**src/rtl/instr_fetch_buffer.sv**
```systemverilog
// Fetch stage: issues word reads, queues returned instructions with their PCs, flushes on redirect.
// Optional FETCH_PERF_EN adds saturating starvation and flush counters.
module instr_fetch_buffer #(
  parameter logic [31:0] RESET_PC = 32'h0000_0000,
  parameter int          DEPTH    = 4
) (
  input  logic        clk,
  input  logic        rst,
  output logic        mem_req_valid,
  input  logic        mem_req_ready,
  output logic [31:0] mem_req_addr,
  input  logic        mem_rsp_valid,
  input  logic [31:0] mem_rsp_data,
  input  logic        redirect_valid,
  input  logic [31:0] redirect_pc,
  output logic        out_valid,
  input  logic        out_ready,
  output logic [31:0] out_instr,
`ifdef FETCH_PERF_EN
  output logic [31:0] out_pc,
  output logic [31:0] perf_starve_cnt,
  output logic [31:0] perf_flush_cnt
`else
  output logic [31:0] out_pc
`endif
);

  localparam int PTR_W = $clog2(DEPTH);
  localparam int CNT_W = PTR_W + 1;
  localparam logic [CNT_W-1:0] DEPTH_C = CNT_W'(DEPTH);
  localparam logic [CNT_W-1:0] CNT_ONE = CNT_W'(1'b1);
  localparam logic [PTR_W-1:0] PTR_ONE = PTR_W'(1'b1);
  localparam logic [31:0] PC_STEP = 32'h0000_0004;

  typedef enum logic [1:0] {
    IDLE = 2'd0,
    REQ  = 2'd1,
    WAIT = 2'd2
  } state_t;

  state_t            state_r, state_s;
  logic [31:0]       fetch_pc_r, fetch_pc_s;
  logic              discard_r, discard_s;
  logic              mem_req_valid_r, req_valid_s;
  logic [31:0]       mem_req_addr_r, req_addr_s;
  logic [CNT_W-1:0]  count_r, count_s;
  logic [PTR_W-1:0]  rd_ptr_r, rd_ptr_s;
  logic [PTR_W-1:0]  wr_ptr_r, wr_ptr_s;
  logic [31:0]       instr_mem_r [DEPTH];
  logic [31:0]       pc_mem_r [DEPTH];
  logic              out_valid_r, head_valid_s;
  logic [31:0]       out_instr_r, head_instr_s;
  logic [31:0]       out_pc_r, head_pc_s;
  logic              handshake_s, push_s, pop_s;
  logic [31:0]       redir_pc_s;
  logic              redirect_lsb_unused_s;

  assign handshake_s = mem_req_valid_r && mem_req_ready;
  assign redir_pc_s  = {redirect_pc[31:2], 2'b00};
  assign redirect_lsb_unused_s = ^redirect_pc[1:0];

  assign mem_req_valid = mem_req_valid_r;
  assign mem_req_addr  = mem_req_addr_r;
  assign out_valid     = out_valid_r;
  assign out_instr     = out_instr_r;
  assign out_pc        = out_pc_r;

  // Fetch FSM next state, request outputs and push decision
  always_comb begin
    state_s     = state_r;
    fetch_pc_s  = fetch_pc_r;
    discard_s   = discard_r;
    req_valid_s = mem_req_valid_r;
    req_addr_s  = mem_req_addr_r;
    push_s      = 1'b0;
    case (state_r)
      IDLE: begin
        // Only IDLE issues, so no response is outstanding and count alone is the credit check
        if (redirect_valid) begin
          fetch_pc_s = redir_pc_s;
        end else if (count_r < DEPTH_C) begin
          state_s     = REQ;
          req_valid_s = 1'b1;
          req_addr_s  = fetch_pc_r;
        end else begin
          state_s = IDLE;
        end
      end
      REQ: begin
        if (handshake_s) begin
          state_s     = WAIT;
          req_valid_s = 1'b0;
          if (redirect_valid) begin
            discard_s  = 1'b1;
            fetch_pc_s = redir_pc_s;
          end else begin
            fetch_pc_s = fetch_pc_r + PC_STEP;
          end
        end else if (redirect_valid) begin
          state_s     = IDLE;
          req_valid_s = 1'b0;
          fetch_pc_s  = redir_pc_s;
        end else begin
          req_valid_s = 1'b1;
        end
      end
      WAIT: begin
        if (mem_rsp_valid) begin
          state_s   = IDLE;
          discard_s = 1'b0;
          push_s    = !discard_r && !redirect_valid;
          if (redirect_valid) begin
            fetch_pc_s = redir_pc_s;
          end else begin
            fetch_pc_s = fetch_pc_r;
          end
        end else if (redirect_valid) begin
          discard_s  = 1'b1;
          fetch_pc_s = redir_pc_s;
        end else begin
          state_s = WAIT;
        end
      end
      default: begin
        state_s     = IDLE;
        req_valid_s = 1'b0;
        discard_s   = 1'b0;
      end
    endcase
  end

  // FIFO pointer and occupancy update; a redirect voids push and pop
  always_comb begin
    pop_s    = (count_r != '0) && out_ready && !redirect_valid;
    count_s  = count_r;
    rd_ptr_s = rd_ptr_r;
    wr_ptr_s = wr_ptr_r;
    if (redirect_valid) begin
      count_s  = '0;
      rd_ptr_s = '0;
      wr_ptr_s = '0;
    end else begin
      if (pop_s) begin
        rd_ptr_s = rd_ptr_r + PTR_ONE;
      end else begin
        rd_ptr_s = rd_ptr_r;
      end
      if (push_s) begin
        wr_ptr_s = wr_ptr_r + PTR_ONE;
      end else begin
        wr_ptr_s = wr_ptr_r;
      end
      case ({push_s, pop_s})
        2'b10:   count_s = count_r + CNT_ONE;
        2'b01:   count_s = count_r - CNT_ONE;
        default: count_s = count_r;
      endcase
    end
  end

  // Next head of queue, bypassing the entry being written when it becomes the head
  always_comb begin
    head_valid_s = (count_s != '0);
    head_instr_s = 32'h0000_0000;
    head_pc_s    = 32'h0000_0000;
    if (!head_valid_s) begin
      head_instr_s = 32'h0000_0000;
      head_pc_s    = 32'h0000_0000;
    end else if (push_s && (rd_ptr_s == wr_ptr_r)) begin
      head_instr_s = mem_rsp_data;
      head_pc_s    = mem_req_addr_r;
    end else begin
      head_instr_s = instr_mem_r[rd_ptr_s];
      head_pc_s    = pc_mem_r[rd_ptr_s];
    end
  end

  // Control state, request outputs and registered head
  always_ff @(posedge clk) begin
    if (!rst) begin
      state_r         <= IDLE;
      fetch_pc_r      <= {RESET_PC[31:2], 2'b00};
      discard_r       <= 1'b0;
      mem_req_valid_r <= 1'b0;
      mem_req_addr_r  <= 32'h0000_0000;
      count_r         <= '0;
      rd_ptr_r        <= '0;
      wr_ptr_r        <= '0;
      out_valid_r     <= 1'b0;
      out_instr_r     <= 32'h0000_0000;
      out_pc_r        <= 32'h0000_0000;
    end else begin
      state_r         <= state_s;
      fetch_pc_r      <= fetch_pc_s;
      discard_r       <= discard_s;
      mem_req_valid_r <= req_valid_s;
      mem_req_addr_r  <= req_addr_s;
      count_r         <= count_s;
      rd_ptr_r        <= rd_ptr_s;
      wr_ptr_r        <= wr_ptr_s;
      out_valid_r     <= head_valid_s;
      out_instr_r     <= head_instr_s;
      out_pc_r        <= head_pc_s;
    end
  end

  // FIFO storage
  always_ff @(posedge clk) begin
    if (!rst) begin
      for (int i = 0; i < DEPTH; i++) begin
        instr_mem_r[i] <= 32'h0000_0000;
        pc_mem_r[i]    <= 32'h0000_0000;
      end
    end else if (push_s) begin
      instr_mem_r[wr_ptr_r] <= mem_rsp_data;
      pc_mem_r[wr_ptr_r]    <= mem_req_addr_r;
    end else begin
      instr_mem_r[wr_ptr_r] <= instr_mem_r[wr_ptr_r];
      pc_mem_r[wr_ptr_r]    <= pc_mem_r[wr_ptr_r];
    end
  end

`ifdef FETCH_PERF_EN
  logic [31:0] perf_starve_r;
  logic [31:0] perf_flush_r;

  assign perf_starve_cnt = perf_starve_r;
  assign perf_flush_cnt  = perf_flush_r;

  // Saturating starvation and flush counters
  always_ff @(posedge clk) begin
    if (!rst) begin
      perf_starve_r <= 32'h0000_0000;
      perf_flush_r  <= 32'h0000_0000;
    end else begin
      if (out_ready && !out_valid_r && (perf_starve_r != 32'hFFFF_FFFF)) begin
        perf_starve_r <= perf_starve_r + 32'h0000_0001;
      end else begin
        perf_starve_r <= perf_starve_r;
      end
      if (redirect_valid && (perf_flush_r != 32'hFFFF_FFFF)) begin
        perf_flush_r <= perf_flush_r + 32'h0000_0001;
      end else begin
        perf_flush_r <= perf_flush_r;
      end
    end
  end
`endif

endmodule

```
**config.mk**
```make
export PLATFORM = sky130hd
export DESIGN_NAME = instr_fetch_buffer
export DESIGN_NICKNAME = d
export VERILOG_FILES = /design/src/rtl/instr_fetch_buffer.sv
export SDC_FILE = /design/constraint.sdc
export NUM_CORES = 1
export LEC_CHECK = 0
export ABC_AREA = 1
export CAP_MARGIN = 20
export CORE_MARGIN = 1.5
export CORE_UTILIZATION = 39
export CTS_BUF_LIST = sky130_fd_sc_hd__clkbuf_8 sky130_fd_sc_hd__clkbuf_16
export DETAILED_ROUTE_END_ITERATION = 12
export DONT_BUFFER_PORTS = 1
export MAX_ROUTING_LAYER = met4
export PLACE_DENSITY = 0.6
export SETUP_SLACK_MARGIN = 0.4
export SYNTH_ARGS = -nofsm -noshare
export SYNTH_HDL_FRONTEND = slang
export SYNTH_SLANG_ARGS = --single-unit
```
**constraint.sdc**
```tcl
create_clock -name clk -period 9.11 [get_ports clk]
set_clock_uncertainty 0.2 [all_clocks]
set_input_delay 0.911 -clock clk [delete_from_list [all_inputs] [get_ports clk]]
set_output_delay 0.911 -clock clk [all_outputs]
set_load 0.05 [all_outputs]
```
# Word level (Yosys, flattened, before mapping)

Memories as Yosys holds them, arrays and structs flattened. A register that Yosys moved wholly into a read port is not among the register bits.
Cells that the tools add are included.

Bits in latches: 0
Logic and storage cells: 96
Bits of input ports: 70
Output and inout bits: 98
Bits in writable memories: 256
Register bits: 76
Bits in read-only memories: 0
Memories kept: 2

Order comparisons: 1
Muxes and demuxes: 41
Shift-type cells: 0
Reductions and logical operators: 22
Eq/ne operators: 10
Bitwise gates (word level): 6
$add $sub $neg: 5
Divide/modulo/power cells: 0
Multipliers: 0

Memories:

| name        | depth | width | rd ports | clocked after memory_dff | wr ports | line | source |
|---|---|---|---|---|---|---|---|
| instr_mem_r | 4     | 32    | 1        | 1                        | 4        | 49   | `logic [31:0] instr_mem_r [DEPTH];` |
| pc_mem_r    | 4     | 32    | 1        | 1                        | 4        | 50   | `logic [31:0] pc_mem_r [DEPTH];` |

Operator list:

| cell                                                | number |
|---|---|
| 2-to-1 mux 32 bit                                   | 7 |
| one-hot mux 32 bit (2 select lines)                 | 1 |
| OR reduction 32 bit                                 | 2 |
| adder 32 x 3 -> 32 bit, second input constant       | 1 |
| 2-to-1 mux 1 bit                                    | 19 |
| 2-to-1 mux 2 bit                                    | 9 |
| AND reduction 3 bit                                 | 3 |
| != test 2 bit, second input constant                | 3 |
| != test 3 bit, second input constant                | 2 |
| one-hot mux 1 bit (3 select lines)                  | 2 |
| one-hot mux 2 bit (3 select lines)                  | 1 |
| one-hot mux 3 bit (2 select lines)                  | 1 |
| AND reduction 2 bit                                 | 3 |
| nonzero test 3 bit                                  | 2 |
| adder 2 x 1 -> 2 bit, second input constant         | 2 |
| equality test 2 x 1 -> 1 bit, second input constant | 2 |
| equality test 2 bit, second input constant          | 2 |
| logical AND 1 bit                                   | 4 |
| logical NOT 1 bit                                   | 4 |
| inverter 1 bit                                      | 4 |
| OR reduction 2 bit                                  | 2 |
| adder 3 x 1 -> 3 bit, second input constant         | 1 |
| less-than comparator 3 bit, second input constant   | 1 |
| 2-to-1 mux 3 bit                                    | 1 |
| 5 further kinds                                     | 6 |

# Depth between registers and ports, before layout

Gate-level depths: netlist of the first run.

Word-level depth: 11
Gate-level depth with buffers: 16
Depth with buffers taken out: 15

# Least setup slack after synthesis of the first run

Ideal clock, no wire load.

Kind: input to register
From: input port redirect_valid
To: memory instr_mem_r[3][0] (enable)
Library setup time: 577 ps
Data arrival time: 5840 ps
Stages on the path: 4
Slack: 2493 ps
Path through: buf_6 nor2_4 nand3_1 o21ai_0

RTL lines:

| item            | line | source |
|---|---|---|
| start, declared | 14   | `input logic redirect_valid,` |
| end, declared   | 49   |  |

# Worst setup path in the final report of the first run

From: register state_r[0]
To: register out_pc_r[1] (netlist: out_pc[1]), read port of pc_mem_r

Longest elaborated chain between the ends: 8
Elaborated cells between the ends (all ways): 9
Classes of those cells: 3 x eq/ne; 3 x mux; 3 x reduce/logical

Ends and longest elaborated chain:

| item                                                                | line | source |
|---|---|---|
| start, declared                                                     | 41   | `state_t state_r, state_s;` |
| start signal, assigned                                              | 193  | `state_r <= state_s;` |
| equality test 2 bit (*)                                             | 76   | `case (state_r)` |
| 2-to-1 mux 1 bit (*)                                                | 76   |  |
| equality test 2 x 1 -> 1 bit or equality test 2 bit (tied branches) | 153  | `case ({push_s, pop_s})` |
| one-hot mux 3 bit (2 select lines) (*)                              | 153  |  |
| 2-to-1 mux 3 bit (*)                                                | 138  | `if (redirect_valid) begin` |
| nonzero test 3 bit (*)                                              | 163  | `head_valid_s = (count_s != '0);` |
| AND reduction 2 bit (no line) (*)                                   | n/a  |  |
| logical NOT 1 bit (no line) (*)                                     | n/a  |  |
| end, declared                                                       | 53   | `logic [31:0] out_pc_r, head_pc_s;` |

Mark *: on every way between the ends. The rest lies on a longest branch, timed or not.
A chain may end at the register's enable or synchronous reset.

==> results.py, run 1 <==
metrics = {
    "floorplan": {
        "die_x_um": 219,
        "num_rows": 78,
        "die-height_um": 219,
        "dieArea_um2": 48000,
        "initial_core_util_pct": 39.8,
        "io_pins": 168,
        "core-area_um2": 45700,
    },
    "timing": {
        "drv_slew": 0,
        "fin_ws_ns": 4.78,
        "finalHoldViolCount": 0,
        "worst_pin_slew_ns": 1.09,
        "setup_viol": 0,
        "finalSetupTns_ns": 0,
        "rsz0062_at_grt": "false",
        "fin_crit_ns": 4.33,
        "period_share_pct": 47.5,
        "fmax_mhz": 231,
        "slew_headroom_pct": 27.3,
    },
    "flow_run": {
        "cap_violations": 0,
    },
    "layout": {
        "fin_util_pct": 43.9,
        "most-common-layout-cells": "nand2_1 (670), nor2_1 (398), edfxtp_1 (256)",
        "area_delta_synth_final_pct": 10.3,
        "drive_above_1_share_pct": 5.25,
        "instances_no_fill": 2789,
        "antennaDiodeCount": 0,
        "final_area_um2": 20100,
        "final_common_cell": "nand2_1",
        "final_nets": 2231,
    },
    "power": {
        "p_clk_share_pct": 38.8,
        "pwr-share-seq_pct": 50.9,
        "swShare_pct": 29.9,
        "p_leak_nw": 8.06,
        "pwr-share-comb_pct": 10.2,
        "p_switching_mw": 1.36,
        "pwr_density_cell_nw_per_um2": 227,
        "intPower_mw": 3.19,
        "ir_worst_vdd_mv": 0.154,
    },
    "routing": {
        "wirelength_mm": 51.7,
        "antenna_left": 0,
        "vias": 14400,
        "viasPerCell": 5.17,
        "drt_iter0_drc": 1115,
        "drc": 0,
        "firstDrtPassIters": 5,
        "wire_per_inst_um": 18.5,
    },
    "critical_path": {
        "worstPathRequired_ns": 9.36,
        "crit_type": "flip-flop to flip-flop",
        "crit_fanout": 46,
        "start_kind": "flip-flop",
        "worstPathArrival_ns": 4.58,
        "crit_path_end_kind": "flip-flop",
    },
    "logic_synthesis": {
        "async_reset_ff_share_pct": 0,
        "postSynthCellCount": 2217,
        "ys_ff_latch": 396,
        "ys.flop_type": "edfxtp_1",
        "yosysWarnings": 0,
        "syn_nets": 2295,
        "synth_edf_count": 256,
        "syn_avg_cell_area_um2": 8.21,
        "synth_cell_type_count": 35,
        "ys_seq_area_share_pct": 57.6,
        "synth_area_um2": 18200,
    },
    "global_routing": {
        "grt_max_degree": 89,
        "grt_pass1_vias": 13700,
        "antenna_found_initial": 0,
        "grt_pass1_wl_mm": 79.1,
        "grt-ovfl-total": 0,
        "grtUsageTotal_pct": 22.2,
    },
    "clock_network": {
        "insertion_delay_ns": 0.59,
        "clockRootBuffer": "clkbuf_16",
        "ctsLongestPathBuffers": 3,
        "cts_tree": "built",
        "cts_buffers": 45,
        "cts.sinks": 396,
        "clk_pin_slew_worst_paths_ns": 0.06,
        "post_cts_resize_count": 0,
        "cts_setup_buffers": 0,
        "cts_htree_levels": 2,
        "ctsHoldBuffers": 0,
    },
    "placed_design": {
        "port_buffers": 0,
        "dp.cells": 2706,
        "preCtsSetupSlack_ns": 4.68,
        "gp_congestion": 0.894,
        "placed_cell_area_um2": 18600,
        "dp_hpwl_mm": 28.8,
    },
    "hold_path": {
        "hold_class": "input pin to flip-flop",
    },
    "outcome": {
        "status": "finished clean",
    },
}
registers in the layout, summed over array words and instances, names as in the netlist:
signal / count
instr_mem_r: 128
pc_mem_r: 128
fetch_pc_r: 32
mem_req_addr: 32
out_instr: 32
out_pc: 32
count_r: 3
rd_ptr_r: 2
state_r: 2
wr_ptr_r: 2
discard_r: 1
mem_req_valid: 1
out_valid: 1
logic make-up (layout without fill, tap and decap cells):
kind of cell	Yosys count	count (layout)	synth area share (%)
xor+xnor	3	3	0.144
compound gates	188	188	5.60
simple gates	1299	1299	28.7
buf+inv	323	295	7.29
flops	396	396	57.6
fa+ha+maj	8	8	0.591
cells in the mapped netlist (5+ instances only):
cell	count	area [um2]
nand2_1	676	2540
nor2_1	398	1490
edfxtp_1	256	7690
inv_1	182	683
nand3_1	154	771
dfxtp_1	140	2800
a21oi_1	84	420
o21ai_0	75	375
clkbuf_1	59	221
buf_2	58	290
nand4_1	31	194
nor3_1	31	155
buf_1	9	33.8
a211oi_1	8	60.1
ha_1	7	87.6
a31oi_1	6	37.5
inv_2	5	18.8
metal layers:
metal	track usage [%]	part of all wire [%]	vias to the layer above	routed length, um
li1	-	-	7032	-
met1	28.8	43	6787	22300
met2	34.6	46	517	24000
met3	4.32	7.8	84	4010
met4	7.63	2.7	0	1400
met5	-	0	-	0
power groups by stage:
stage | Sequential (mW) | Combinational, mW | Clock, mW
floorplan | 2.31 | 0.339 | 0
global placement | 2.36 | 0.454 | 0
detailed placement | 2.36 | 0.462 | 0
CTS | 2.32 | 0.465 | 1.81
global route | 2.34 | 0.527 | 1.87
finish | 2.32 | 0.466 | 1.77
worst max-delay path, cell delays in order (launching register included):
cell and delay, ns:
dfxtp_1 0.34, inv_1 0.11, ha_1 0.21, nand2_1 0.08, inv_2 0.09, nand2_1 0.15, ha_1 0.29, fa_1 0.50
nor2_1 0.05, nor2_1 0.07, o21ai_0 0.12, o21ai_0 0.13, inv_1 0.11, a21oi_4 0.15, buf_4 0.58, inv_1 0.59
a21oi_1 0.46
path summary, 6_finish.rpt:
path | startpoint | endpoint | slack, ns | cells past startpoint
worst max-delay path | state_r[0]$_SDFFE_PN0P_ | out_pc[1]$_SDFF_PN0_ | 4.78 | 16
worst min-delay path | redirect_valid | wr_ptr_r[1]$_SDFFE_PP0N_ | 0.24 | 1
worst max register to register | state_r[0]$_SDFFE_PN0P_ | out_pc[1]$_SDFF_PN0_ | 4.78 | 16
worst min register to register | fetch_pc_r[1]$_SDFFE_PN0P_ | fetch_pc_r[1]$_SDFFE_PN0P_ | 0.24 | 2
stage by stage:
stage,hold WS (ns),power (mW)
floorplan,0.224,2.65
global placement,0.231,2.81
detailed placement,0.236,2.82
CTS,0.200,4.60
global route,0.210,4.74
finish,0.242,4.56
cell type report:
| class | count | area (um2) |
|---|---|---|
| clock buffer | 56 | 1300 |
| clock inverter | 27 | 169 |
| fill | 4582 | 25600 |
| inverter | 190 | 713 |
| multi-input combinational | 1498 | 6480 |
| sequential | 396 | 10500 |
| tap | 600 | 751 |
| timing repair buffer | 22 | 165 |
(Power assumes the default switching activity.)
==> run 2, diff against run 1 <==
clock period = 4.1 ns   (was 9.11 ns; I/O delays follow)
==> run 2 against run 1 <==
Setup slack got worse by 4.3 ns. Via count rose by 2.2%. Register-to-register slack got worse by 4.1 ns. Total power rose by 120%. Cell count rose by 2.5%. Sequential share of layout area fell by 2.0 points. Sequential power rose by 120%. Critical endpoint is now out_instr[5]$_SDFF_PN0_. Largest cell class unchanged. Highest routed layer unchanged.
==> results.py, run 2 (synthesized netlist as in run 1, its figures left out) <==
metrics = {
    "clock_network": {
        "cts_setup_buffers": 0,
        "cts_htree_levels": 2,
        "cts_tree": "built",
        "ctsLongestPathBuffers": 3,
        "cts.sinks": 396,
        "cts_buffers": 46,
        "clockRootBuffer": "clkbuf_16",
        "post_cts_resize_count": 0,
        "insertion_delay_ns": 0.58,
        "clk_pin_slew_worst_paths_ns": 0.06,
    },
    "critical_path": {
        "worstPathArrival_ns": 3.93,
        "crit_slowest_cell": "dlygate4sd3_1",
        "crit_type": "input pin to flip-flop",
        "critical_path_buf_inv_count": 3,
        "crit_top_cell": "nor2_1",
        "crit_family": "buffers and inverters",
        "worst_r2r_path_depth": 16,
        "rrSetupSlack_ns": 0.66,
        "timing.rr.start": "state_r[0]$_SDFFE_PN0P_",
        "worstSetupEndpoint": "out_instr[5]$_SDFF_PN0_",
        "critical_path_depth": 14,
        "crit_path_end_kind": "flip-flop",
        "worstPathRequired_ns": 4.41,
        "startpoint": "redirect_valid",
        "start_kind": "input pin",
        "cp_slowest_stage_delay_ns": 0.85,
        "crit_fanout": 45,
        "cp_cell_sequence": "dlygate4sd3_1 -> nor2_4 -> nand2_1 -> ha_1 -> fa_1 -> nor2_1 -> nor2_1 -> o21ai_0 -> o21ai_0 -> inv_1 -> a21oi_4 -> buf_4 -> nand2_1 -> nor2_1",
        "rr_endpoint": "out_instr[5]$_SDFF_PN0_",
    },
    "timing": {
        "period_share_pct": 88.2,
        "finalHoldViolCount": 0,
        "rsz0062_at_grt": "true",
        "setup_viol": 0,
        "drv_slew": 0,
        "fmax_mhz": 277,
        "finalSetupTns_ns": 0,
        "worst_pin_slew_ns": 0.971,
        "slew_headroom_pct": 35.3,
        "fin_crit_ns": 3.62,
        "worst_hold_slack_ns": 0.0285,
    },
    "routing": {
        "drt_iter0_drc": 1205,
        "m1WireLength_mm": 22.8,
        "vias": 14700,
        "viasPerCell": 5.15,
        "wirelength_mm": 53.0,
        "top_layer": "met4",
        "drc": 0,
        "firstDrtPassIters": 5,
        "wl_met2_mm": 24.5,
        "wire_per_inst_um": 18.5,
        "antenna_left": 0,
        "met3_wirelength_mm": 4.21,
    },
    "floorplan": {
        "io_pins": 168,
        "die-height_um": 219,
        "initial_core_util_pct": 39.8,
        "dieArea_um2": 48000,
        "num_rows": 78,
        "core-area_um2": 45700,
        "die_x_um": 219,
    },
    "outcome": {
        "status": "finished clean",
    },
    "layout": {
        "final_area_um2": 20900,
        "final_nets": 2299,
        "final_common_cell": "nand2_1",
        "most-common-layout-cells": "nand2_1 (670), nor2_1 (398), edfxtp_1 (256)",
        "area_delta_synth_final_pct": 14.7,
        "drive_above_1_share_pct": 5.53,
        "reg_top3": "instr_mem_r (128), pc_mem_r (128)",
        "fin_util_pct": 45.7,
        "instances_no_fill": 2859,
        "antennaDiodeCount": 0,
    },
    "placed_design": {
        "dp_hpwl_mm": 29.3,
        "dp.cells": 2709,
        "placed_cell_area_um2": 18700,
        "port_buffers": 0,
        "gp_congestion": 0.909,
    },
    "hold_path": {
        "whs_path_depth": 6,
        "hold_class": "input pin to flip-flop",
    },
    "power": {
        "pwr_density_cell_nw_per_um2": 491,
        "p_leak_nw": 8.38,
        "ir_worst_vdd_mv": 0.317,
    },
    "global_routing": {
        "grt-ovfl-total": 0,
        "grtUsageTotal_pct": 22.6,
        "grt_pass1_wl_mm": 81.0,
        "antenna_found_initial": 0,
        "grt_pass1_vias": 14100,
        "grt_max_degree": 118,
    },
    "flow_run": {
        "cap_violations": 0,
    },
}
-- run 2: cell count changes in the layout (fill, tap and decap cells not counted) --
cell,delta
clkinv_8,+1
dlygate4sd3_1,+62
inv_1,-7
buf_12,+11
buf_4,-6
clkinv_2,+6
inv_16,-1
clkinv_1,+5
clkinv_4,-1
-- run 2: timing repair --
action / 4_1_cts / 5_1_grt
hold buffers: 63 / 0
endpoints found under the setup margin: 0 / 49
endpoints found under the hold margin: 194 / 0
-- run 2: per-layer routing --
layer	up-vias	global-route usage [%]
met5	-	-
met4	0	7.67
met3	87	5.11
met2	473	35.5
met1	7014	28.7
li1	7159	-
-- run 2: worst min-delay path by stage --
stage	startpoint	end	slack [ns]
6_report	redirect_pc[30]	fetch_pc_r[30]$_SDFFE_PN0P_	0.03
5_1_grt	redirect_pc[26]	fetch_pc_r[26]$_SDFFE_PN0P_	0.06
4_1_cts	redirect_pc[26]	fetch_pc_r[26]$_SDFFE_PN0P_	0.0008
3_5_place_dp	fetch_pc_r[0]$_SDFFE_PN0P_	fetch_pc_r[0]$_SDFFE_PN0P_	0.24
3_3_place_gp	fetch_pc_r[0]$_SDFFE_PN0P_	fetch_pc_r[0]$_SDFFE_PN0P_	0.23
2_1_floorplan	fetch_pc_r[0]$_SDFFE_PN0P_	fetch_pc_r[0]$_SDFFE_PN0P_	0.22
-- run 2: cell type report --
cell class                      count  area [um2]
Fill cell                        4448       24800
Timing Repair Buffer               89         961
Tap cell                          600         751
Inverter                          190         713
Sequential cell                   396       10500
Clock inverter                     30         179
Clock buffer                       56        1300
Multi-Input combinational cell   1498        6480
-- run 2: through the flow --
step	setup WS, ns	power (mW)
3_3_place_gp	0.783	6.26
4_1_cts	0.520	10.3
3_5_place_dp	0.699	6.29
5_1_grt	0.329	10.7
6_report	0.483	10.2
2_1_floorplan	0.513	5.88
-- run 2: power by group --
group          switching [mW]  total, mW  internal [mW]
sequential              0.643       5.16           4.52
combinational           0.789       1.12          0.329
clock                    1.66       3.96           2.31
total                    3.09       10.2           7.16
-- run 2: worst min-delay path: cells and delay by family --
family	cells	cell delay (ns)
AND/OR/NAND/NOR	4	0.17
buffers and inverters	1	0.06
AO/OA/AOI/OAI	1	0.11
==> run 3, diff against run 2 <==
PLACE_DENSITY = 0.53   (was 0.6)
==> run 3 against run 2 <==
First-iteration DRC count decreased by 15%. Combinational power about the same. Sequential cell count unchanged. Hold slack improved by 0.029 ns. Via count decreased by 0.29%. Setup slack improved by 0.21 ns. Non-clock buffer count increased by 6. Utilization decreased by 0.16 points. Maximum frequency increased by 6.0%. Global-route usage increased by 0.63 points.
==> results.py, run 3 (synthesized netlist as in run 1, its figures left out) <==
metrics = {
    "clock_network": {
        "post_cts_resize_count": 0,
        "insertion_delay_ns": 0.57,
        "cts_setup_buffers": 0,
        "cts_buffers": 45,
        "cts_tree": "built",
        "clockRootBuffer": "clkbuf_16",
        "cts.sinks": 396,
        "clk_pin_slew_worst_paths_ns": 0.06,
        "cts_htree_levels": 2,
        "ctsLongestPathBuffers": 3,
    },
    "layout": {
        "final_nets": 2304,
        "area_delta_synth_final_pct": 14.3,
        "most-common-layout-cells": "nand2_1 (670), nor2_1 (397), edfxtp_1 (256)",
        "reg_top3": "instr_mem_r (128), pc_mem_r (128)",
        "num-fill-cells": 4506,
        "final_common_cell": "nand2_1",
        "antennaDiodeCount": 0,
        "instances_no_fill": 2857,
        "drive_above_1_share_pct": 5.36,
    },
    "floorplan": {
        "num_rows": 78,
        "die_x_um": 219,
        "io_pins": 168,
        "initial_core_util_pct": 39.8,
        "dieArea_um2": 48000,
        "core-area_um2": 45700,
        "die-height_um": 219,
    },
    "timing": {
        "setup_viol": 0,
        "drv_slew": 0,
        "fin_crit_ns": 3.41,
        "worst_pin_slew_ns": 1.07,
        "rsz0062_at_grt": "false",
        "slew_headroom_pct": 28.6,
        "fmax_mhz": 293,
        "finalSetupTns_ns": 0,
        "finalHoldViolCount": 0,
        "period_share_pct": 83.2,
    },
    "critical_path": {
        "crit_fanout": 15,
        "worstPathArrival_ns": 3.66,
        "crit_type": "flip-flop to flip-flop",
        "timing.rr.start": "state_r[0]$_SDFFE_PN0P_",
        "crit_path_end_kind": "flip-flop",
        "worstPathRequired_ns": 4.35,
        "rr_endpoint": "fetch_pc_r[31]$_SDFFE_PN0P_",
        "start_kind": "flip-flop",
        "rrSetupSlack_ns": 0.69,
        "worst_r2r_path_depth": 8,
    },
    "routing": {
        "vias": 14700,
        "viasPerCell": 5.14,
        "met3_wirelength_mm": 3.65,
        "drc": 0,
        "m1WireLength_mm": 24.0,
        "firstDrtPassIters": 5,
        "drt_iter0_drc": 1028,
        "wire_per_inst_um": 18.9,
        "wirelength_mm": 54.0,
        "top_layer": "met4",
        "antenna_left": 0,
        "wl_met2_mm": 25.0,
    },
    "hold_path": {
        "whs_path_depth": 6,
        "hold_start": "redirect_pc[25]",
        "hold_class": "input pin to flip-flop",
        "holdPathEnd": "fetch_pc_r[25]$_SDFFE_PN0P_",
    },
    "global_routing": {
        "grt-ovfl-total": 0,
        "grt_pass1_wl_mm": 82.1,
        "antenna_found_initial": 0,
        "grt_max_degree": 129,
        "grt_pass1_vias": 14100,
        "grtUsageTotal_pct": 23.2,
    },
    "placed_design": {
        "dp_hpwl_mm": 29.3,
        "gp_congestion": 0.912,
        "port_buffers": 0,
        "dp.cells": 2714,
    },
    "power": {
        "pwr_density_cell_nw_per_um2": 485,
        "ir_worst_vdd_mv": 0.311,
        "p_leak_nw": 8.37,
    },
    "flow_run": {
        "cap_violations": 0,
    },
    "outcome": {
        "status": "finished clean",
    },
}
## run 3: changes by cell type in the layout (fill, tap and decap cells not counted), moves of 2 or more
cell,change
clkinv_8,-2
clkbuf_8,-3
nand2_4,+3
clkbuf_16,-2
buf_12,-3
clkinv_2,-3
buf_4,+7
nand2_2,-3
clkinv_1,-3
dlygate4sd3_1,+2
inv_1,+4
## run 3: timing repair
item / 4_1_cts / 5_1_grt
hold endpoints to repair: 183 / 0
endpoints found under the setup margin: 0 / 0
hold buffers: 65 / 0
## run 3: cell type report
| class | instances | area (um2) | share of cell area, % |
|---|---|---|---|
| clock buffers | 51 | 1210 | 5.81 |
| clock inverters | 27 | 165 | 0.794 |
| multi-input cells | 1498 | 6500 | 31.2 |
| inverters | 190 | 713 | 3.43 |
| flip-flops and latches | 396 | 10500 | 50.4 |
| repair buffers | 95 | 973 | 4.68 |
| well taps | 600 | 751 | 3.61 |
## run 3: worst max-delay path by stage
stage | start | end | slack [ns] | cells past startpoint
after floorplan | state_r[0]$_SDFFE_PN0P_ | instr_mem_r[0][0]$_SDFFCE_PN0P_ | 0.51 | 10
after global placement | state_r[0]$_SDFFE_PN0P_ | out_pc[27]$_SDFF_PN0_ | 0.99 | 16
after detailed placement | state_r[0]$_SDFFE_PN0P_ | out_pc[27]$_SDFF_PN0_ | 0.91 | 16
after CTS | state_r[0]$_SDFFE_PN0P_ | fetch_pc_r[31]$_SDFFE_PN0P_ | 0.63 | 8
after global routing | state_r[0]$_SDFFE_PN0P_ | fetch_pc_r[31]$_SDFFE_PN0P_ | 0.42 | 8
final | state_r[0]$_SDFFE_PN0P_ | fetch_pc_r[31]$_SDFFE_PN0P_ | 0.69 | 8
## run 3: critical path, stage by stage (launching register included)
cell	delay, ns
dfxtp_1	0.34
ha_1	0.42
nor2_1	0.90
inv_1	0.48
o21ai_0	0.24
nand2_1	0.07
nand2_1	0.06
dlygate4sd3_1	0.54
nor2_1	0.04
## run 3: stage by stage
step / utilization, % / hold WS, ns / instance area (um2) / total power [mW] / setup WS, ns
2_1_floorplan: - / 0.224 / 18200 / 5.88 / 0.513
3_3_place_gp: 41.1 / 0.231 / 18800 / 6.27 / 0.987
3_5_place_dp: 41.1 / 0.242 / 18800 / 6.30 / 0.913
4_1_cts: 45.5 / 0.0219 / 20800 / 10.2 / 0.629
5_1_grt: 45.5 / 0.0779 / 20800 / 10.5 / 0.416
6_report: 45.5 / 0.0578 / 20800 / 10.1 / 0.689
## run 3: report_power, final
group / internal, mW / total [mW] / switching [mW]
Sequential: 4.52 / 5.14 / 0.623
Clock: 2.21 / 3.81 / 1.60
Combinational: 0.328 / 1.13 / 0.798
## run 3: per-layer routing
| metal | up-vias | GRT usage (%) |
|---|---|---|
| met5 | - | - |
| met4 | 0 | 6.92 |
| met3 | 81 | 4.99 |
| met2 | 453 | 36.5 |
| met1 | 6997 | 30.1 |
| li1 | 7160 | - |
